[src/rtl/booth_seq_multiplier.sv]
// booth_seq_multiplier: radix-4 Booth multiplier retiring one digit per clock; ports clk/rst, in_valid/in_ready/is_signed/multiplicand/multiplier in, out_valid/out_ready/product out, busy
module booth_seq_multiplier #(
  parameter int DATA_WIDTH = 32,
  parameter int NUM_DIGITS = DATA_WIDTH/2 + 1,
  parameter int PROD_WIDTH = 2*DATA_WIDTH
) (
  input  logic                  clk,
  input  logic                  rst,
  input  logic                  in_valid,
  output logic                  in_ready,
  input  logic                  is_signed,
  input  logic [DATA_WIDTH-1:0] multiplicand,
  input  logic [DATA_WIDTH-1:0] multiplier,
  output logic                  out_valid,
  input  logic                  out_ready,
  output logic [PROD_WIDTH-1:0] product,
  output logic                  busy
);
  localparam int CW = $clog2(NUM_DIGITS + 1);
  typedef enum logic [1:0] {IDLE, BUSY, DONE} state_t;
  state_t state;
  logic [PROD_WIDTH-1:0] a, acc, pp;
  logic [DATA_WIDTH+2:0] b;
  logic [CW-1:0] cnt;
  logic [2:0] code;
  assign code = b[2:0];
  assign in_ready = !rst && state == IDLE;
  always_comb
    pp = (code == 3'b001 || code == 3'b010) ? a :
         code == 3'b011 ? a << 1 :
         code == 3'b100 ? -(a << 1) :
         (code == 3'b101 || code == 3'b110) ? -a : '0;
  always_ff @(posedge clk)
    if (rst) begin
      state <= IDLE;
      product <= '0;
      out_valid <= 1'b0;
      busy <= 1'b0;
      cnt <= '0;
      acc <= '0;
      a <= '0;
      b <= '0;
    end else
      case (state)
        IDLE: if (in_valid) begin
          a <= {{(PROD_WIDTH-DATA_WIDTH){is_signed & multiplicand[DATA_WIDTH-1]}}, multiplicand};
          b <= {{2{is_signed & multiplier[DATA_WIDTH-1]}}, multiplier, 1'b0};
          acc <= '0;
          cnt <= '0;
          busy <= 1'b1;
          state <= BUSY;
        end
        BUSY: begin
          acc <= acc + pp;
          a <= a << 2;
          b <= b >> 2;
          cnt <= cnt + CW'(1);
          if (cnt == CW'(NUM_DIGITS - 1)) begin
            product <= acc + pp;
            busy <= 1'b0;
            out_valid <= 1'b1;
            state <= DONE;
          end
        end
        DONE: if (out_ready) begin
          out_valid <= 1'b0;
          state <= IDLE;
        end
        default: state <= IDLE;
      endcase
endmodule

[config.mk]
export PLATFORM = sky130hd
export DESIGN_NAME = booth_seq_multiplier
export DESIGN_NICKNAME = d
export VERILOG_FILES = /design/src/rtl/booth_seq_multiplier.sv
export SDC_FILE = /design/constraint.sdc
export NUM_CORES = 1
export LEC_CHECK = 0
export ABC_AREA = 0
export BUFFER_PORTS_ARGS = -buffer_cell sky130_fd_sc_hd__buf_2
export CAP_MARGIN = 20
export CORE_ASPECT_RATIO = 1.25
export CORE_MARGIN = 3
export CORE_UTILIZATION = 57
export CTS_BUF_LIST = sky130_fd_sc_hd__clkbuf_2 sky130_fd_sc_hd__clkbuf_4 sky130_fd_sc_hd__clkbuf_8
export DETAILED_ROUTE_END_ITERATION = 16
export HOLD_SLACK_MARGIN = 0.1
export PLACE_DENSITY = 0.76
export SETUP_SLACK_MARGIN = 0.1
export SKIP_CTS_REPAIR_TIMING = 1
export SLEW_MARGIN = 20
export SYNTH_ARGS = -nofsm -noshare
export SYNTH_HDL_FRONTEND = slang
export SYNTH_SLANG_ARGS = --single-unit
[constraint.sdc]
create_clock -name clk -period 10.3 [get_ports clk]
set_clock_uncertainty 0.2 [all_clocks]
set_input_delay 1.545 -clock clk [delete_from_list [all_inputs] [get_ports clk]]
set_output_delay 1.545 -clock clk [all_outputs]
set_load 0.02 [all_outputs]
Word level (Yosys, flattened, before mapping). Index checks and enable logic that the tools add are counted.

Add/sub/neg operators: 4. Equal/unequal tests: 12. Mux-type cells: 22. Bitwise gates (word level): 2. Reductions and logical operators: 12.

Operators with widths (count): two-way mux 64 bit (6); one-hot mux 64 bit (2 select lines) (2); negation 64 bit (2); one-hot mux 35 bit (2 select lines) (1); adder 64 bit (1); two-way mux 35 bit (1); one-hot mux 5 bit (2 select lines) (1); equality test 3 bit, second input constant (3); AND reduction 3 bit (3); equality test 3 x 2 -> 1 bit, second input constant (2); two-way mux 2 bit (3); inequality test 2 bit, second input constant (3); one-hot mux 2 bit (3 select lines) (1); adder 5 x 1 -> 5 bit, second input constant (1); equality test 5 bit, second input constant (1); two-way mux 5 bit (1); two-way mux 1 bit (4); one-hot mux 1 bit (2 select lines) (2); AND reduction 2 bit (2); nonzero test 2 bit (2); equality test 3 x 1 -> 1 bit, second input constant (1); bitwise AND 1 bit (2); equality test 2 x 1 -> 1 bit, second input constant (1); equality test 2 bit, second input constant (1); 4 further kinds (5).

Flip-flop bits (word level): 236.

Depth between registers and ports, before layout.
Depth after elaboration: 8. Gate-level depth with buffers: 24.

Least setup slack after synthesis. No wires, ideal clock.

Path type: register -> register. Start point: register a[25]. End point: register product[63]. Setup time: 132 ps. Data arrival time: 5208 ps. Data required time: 9968 ps. Path slack: 4760 ps. Stages on the path, launching flop included: 22. Clock period less this slack: 5540 ps. Path through: dfxtp_1 buf_2 or4_4 or4_1 or2_1 clkbuf_1 nor4_2 xnor2_1 and2_1 o31ai_1 a21oi_1 ha_1 a21o_1 a211o_1 a2111oi_1 o211ai_1 a2111oi_0 o31ai_1 a31oi_2 o211ai_1 xnor2_1 a21oi_1.

Longest elaborated chain between the ends: 6.

RTL lines: from (decl) (RTL line 22) `logic [PROD_WIDTH-1:0] a, acc, pp;`; from (signal assigned) (RTL line 46) `a <= {{(PROD_WIDTH-DATA_WIDTH){is_signed & multiplicand[DATA_WIDTH-1]}}, multiplicand};`; from (signal assigned) (RTL line 55) `a <= a << 2;`; negation 64 bit (RTL line 32) `(code == 3'b101 || code == 3'b110) ? -a : '0;`; two-way mux 64 bit (RTL line 32); two-way mux 64 bit (RTL line 31) `code == 3'b100 ? -(a << 1) :`; two-way mux 64 bit (RTL line 30) `code == 3'b011 ? a << 1 :`; two-way mux 64 bit (*) (RTL line 29) `pp = (code == 3'b001 || code == 3'b010) ? a :`; adder 64 bit (*) (RTL line 59) `product <= acc + pp;`; to (signal assigned) (RTL line 59); to (decl) (RTL line 16) `output logic [PROD_WIDTH-1:0] product,`.

Mark *: on every way between the ends. The rest lies on a longest branch, timed or not. A chain may end at the register's enable or synchronous reset.

Worst setup path after layout.
Start point: register a[6]. End point: register product[63].

The elaborated chain is that of the path after synthesis.

==> reports/results.ini <==
[setup_path]
start_kind = register
cp_num_buf_inv = 0
crit_path_end_kind = register
criticalPathCategory = reg2reg
worstPathMaxFanout = 9
critical_path_required_ns = 10.53
max_stage_delay_ns = 0.60
critical_path.top_delay_family = simple AND/OR/NAND/NOR gates
arrival_ns = 7.10
cp_slowest_cell = or4_4
crit_chain = or4_4, nor4_4, nand3_1, or3_1, or3_4, xnor2_2, nand2b_1, a21oi_1, nor2_1, a31oi_1, ha_1, or2_2, a31oi_1, o211ai_1, a2111oi_0, o31ai_1, a31oi_2, o211ai_1, xnor2_1, a21oi_1

[power_and_ir_drop]
ir_worst_vdd_mv = 0.118
power_density_mw_per_mm2 = 152
p_leak_nw = 7.59

[logic_synthesis]
synth_top_family_by_area = compound AO/OA/AOI/OAI gates
synth.area.top_cells = dfxtp_1 28%, a21oi_1 9.5%, nor2_1 7.0%
async_flop_share_pct = 0
synth-edff-count = 0
synth-seq-area-share_pct = 27.6
synth_area_per_cell_sq_um = 7.22
synth_cells = 2360
synthAdderAreaFrac_pct = 6.26
synth_cell_types = 82
ys_seq_elements = 235
synth-xor-area-share_pct = 6.31
synth_mux_area_share_pct = 0.837
yosys.area_share.simple_pct = 21.9
synth_warnings = 0
syn-cell-area_sq_mm = 0.0170
ys.flop_type = dfxtp_1
yosys.area.top_type_share_pct = 27.6
synth_nets = 2496
synth_compound_area_share_pct = 31.0
yosysTopAreaCell = dfxtp_1

[die]
die_w_microns = 161
ios = 136
dieArea_sq_mm = 0.0320
rows = 70
die_h_microns = 199
core-area_sq_mm = 0.0293
start_util_pct = 58.1

[layout]
nNetsFinal = 2482
antennaDiodeCount = 0
syn_to_final_growth_pct = 8.74
fin_area_sq_mm = 0.0185
fillerInstances = 2698
layout-drive-gt1-share_pct = 13.4

[sta]
hold_violations = 0
holdWs_ns = 0.249
fmax_ghz = 0.145
setup_viol = 0
slew_headroom_pct = 33.6
fin_crit_ns = 6.87
fin_crit_sh_pct = 66.7
tightest_slew_ns = 0.994
rsz0062_at_grt = no
fin_tns_setup_ns = 0
drv_slew = 0

[clocking]
clockRootBuffer = clkbuf_8
numCtsBuffers = 40
clkSinkCount = 235
tritoncts = yes
cts-htree-levels = 2
clkLatencyLatePin_ns = 0.58
cts_buffer_depth = 3
clkTransAtPathRegs_ns = 0.06

[run_status]
status = completed

[flow_run]
max_cap_viol_count = 0

[grt]
grt_max_degree = 91
grt_pass1_vias = 16638
overflow = 0
antenna_found_initial = 0
grt_use_total_pct = 34.0
grt_pass1_wl_mm = 88.8

[routing]
dr_total_vias = 17979
drc = 0
routed_wl_mm = 56.5
via_per_inst = 6.49
ant_nets = 0
routedWlPerCell_microns = 20.4
first_pass_iters = 8
first_iter_violations = 1865

[min_path]
hold_class = reg2reg

[placed_design]
gp_congestion = 1.04
io_buffers = 135
place_area_sq_mm = 0.0176
hpwl_mm = 39.0

## where the power goes
| part | switching (W) | leakage, nW | internal, W |
|---|---|---|---|
| logic | 0.000534 | 5.20 | 0.000295 |
| registers | 0.0000798 | 1.92 | 0.000961 |
| clock network | 0.000396 | 0.472 | 0.000552 |
| total | 0.00101 | 7.59 | 0.00181 |
## worst paths after layout
| kind | cells past startpoint | end | slack (ns) | start |
|---|---|---|---|---|
| max | 20 | product[63] | 3.43 | a[6] |
| min | 2 | product[23] | 0.25 | product[23] |
| min reg2reg | 2 | product[23] | 0.25 | product[23] |
| max reg2reg | 20 | product[63] | 3.43 | a[6] |
## area by class of cell
class                      instances  area (sq um)  area share (%)
clock buffer                      63           773            4.17
multi-input combinational       1853         11300            61.2
timing repair buffer             161           880            4.75
tap                              396           495            2.67
clock inverter                     9           125           0.675
inverter                          55           206            1.11
sequential                       235          4710            25.4
## layout by cell type, fill, tap and decap left out, types with 52 or more instances in the layout
master,count
a21oi_1,323
inv_1,52
nand2_1,252
buf_2,133
o21ai_0,94
a22oi_1,76
dfxtp_1,230
ha_1,66
nor2_1,312
xnor2_1,75
## worst register-to-register path, cell delays in order (launching register included)
cell and delay (ns):
dfxtp_1 0.41, or4_4 0.60, nor4_4 0.45, nand3_1 0.43, or3_1 0.54, or3_4 0.36, xnor2_2 0.15, nand2b_1 0.17
a21oi_1 0.16, nor2_1 0.05, a31oi_1 0.35, ha_1 0.41, or2_2 0.31, a31oi_1 0.30, o211ai_1 0.16, a2111oi_0 0.52
o31ai_1 0.31, a31oi_2 0.38, o211ai_1 0.17, xnor2_1 0.20, a21oi_1 0.09
## Yosys cell counts, drive strengths merged (37+ instances only)
master,instances
nor2,319
inv,53
dfxtp,235
clkbuf,190
a21o,37
o21ai,103
nand2,253
a22oi,76
a21oi,323
ha,66
nand3,42
xnor2,76
xor2,46
## through the flow
| stage | utilization [%] | cells | total power [W] | setup WS [ns] |
|---|---|---|---|---|
| 6_report | 63.2 | 2772 | 0.00282 | 3.43 |
| 5_1_grt | 63.2 | 2772 | 0.00295 | 3.05 |
| 4_1_cts | 63.2 | 2772 | 0.00282 | 3.46 |
| 3_5_place_dp | 60.1 | 2700 | 0.00187 | 3.54 |
| 3_3_place_gp | 60.1 | 2700 | 0.00185 | 3.51 |
| 2_1_floorplan | - | 2360 | 0.00164 | 4.76 |
## sequential cells by signal, indices dropped and copies added, names as in the netlist
| signal | cells |
|---|---|
| cnt | 5 |
| out_valid | 1 |
| a | 64 |
| busy | 1 |
| product | 64 |
| state | 2 |
| acc | 64 |
| b | 34 |
## cell families (layout without fill, tap and decap cells)
| kind of cell | after synthesis | count (layout) |
|---|---|---|
| compound gates | 814 | 814 |
| buf+inv | 272 | 288 |
| xor+xnor | 122 | 122 |
| fa+ha+maj | 89 | 89 |
| flops | 235 | 235 |
| mux | 14 | 14 |
| simple gates | 814 | 814 |
## routing by layer
layer	up-vias	wire (microns)	global-route usage [%]	part of all wire [%]
met5	-	0	0	0
met4	0	3460	19.9	6.1
met3	218	4300	5.31	7.6
met2	865	26700	56.8	47
met1	8417	22100	41.6	39
li1	8479	-	-	-
(Power assumes the default switching activity.)
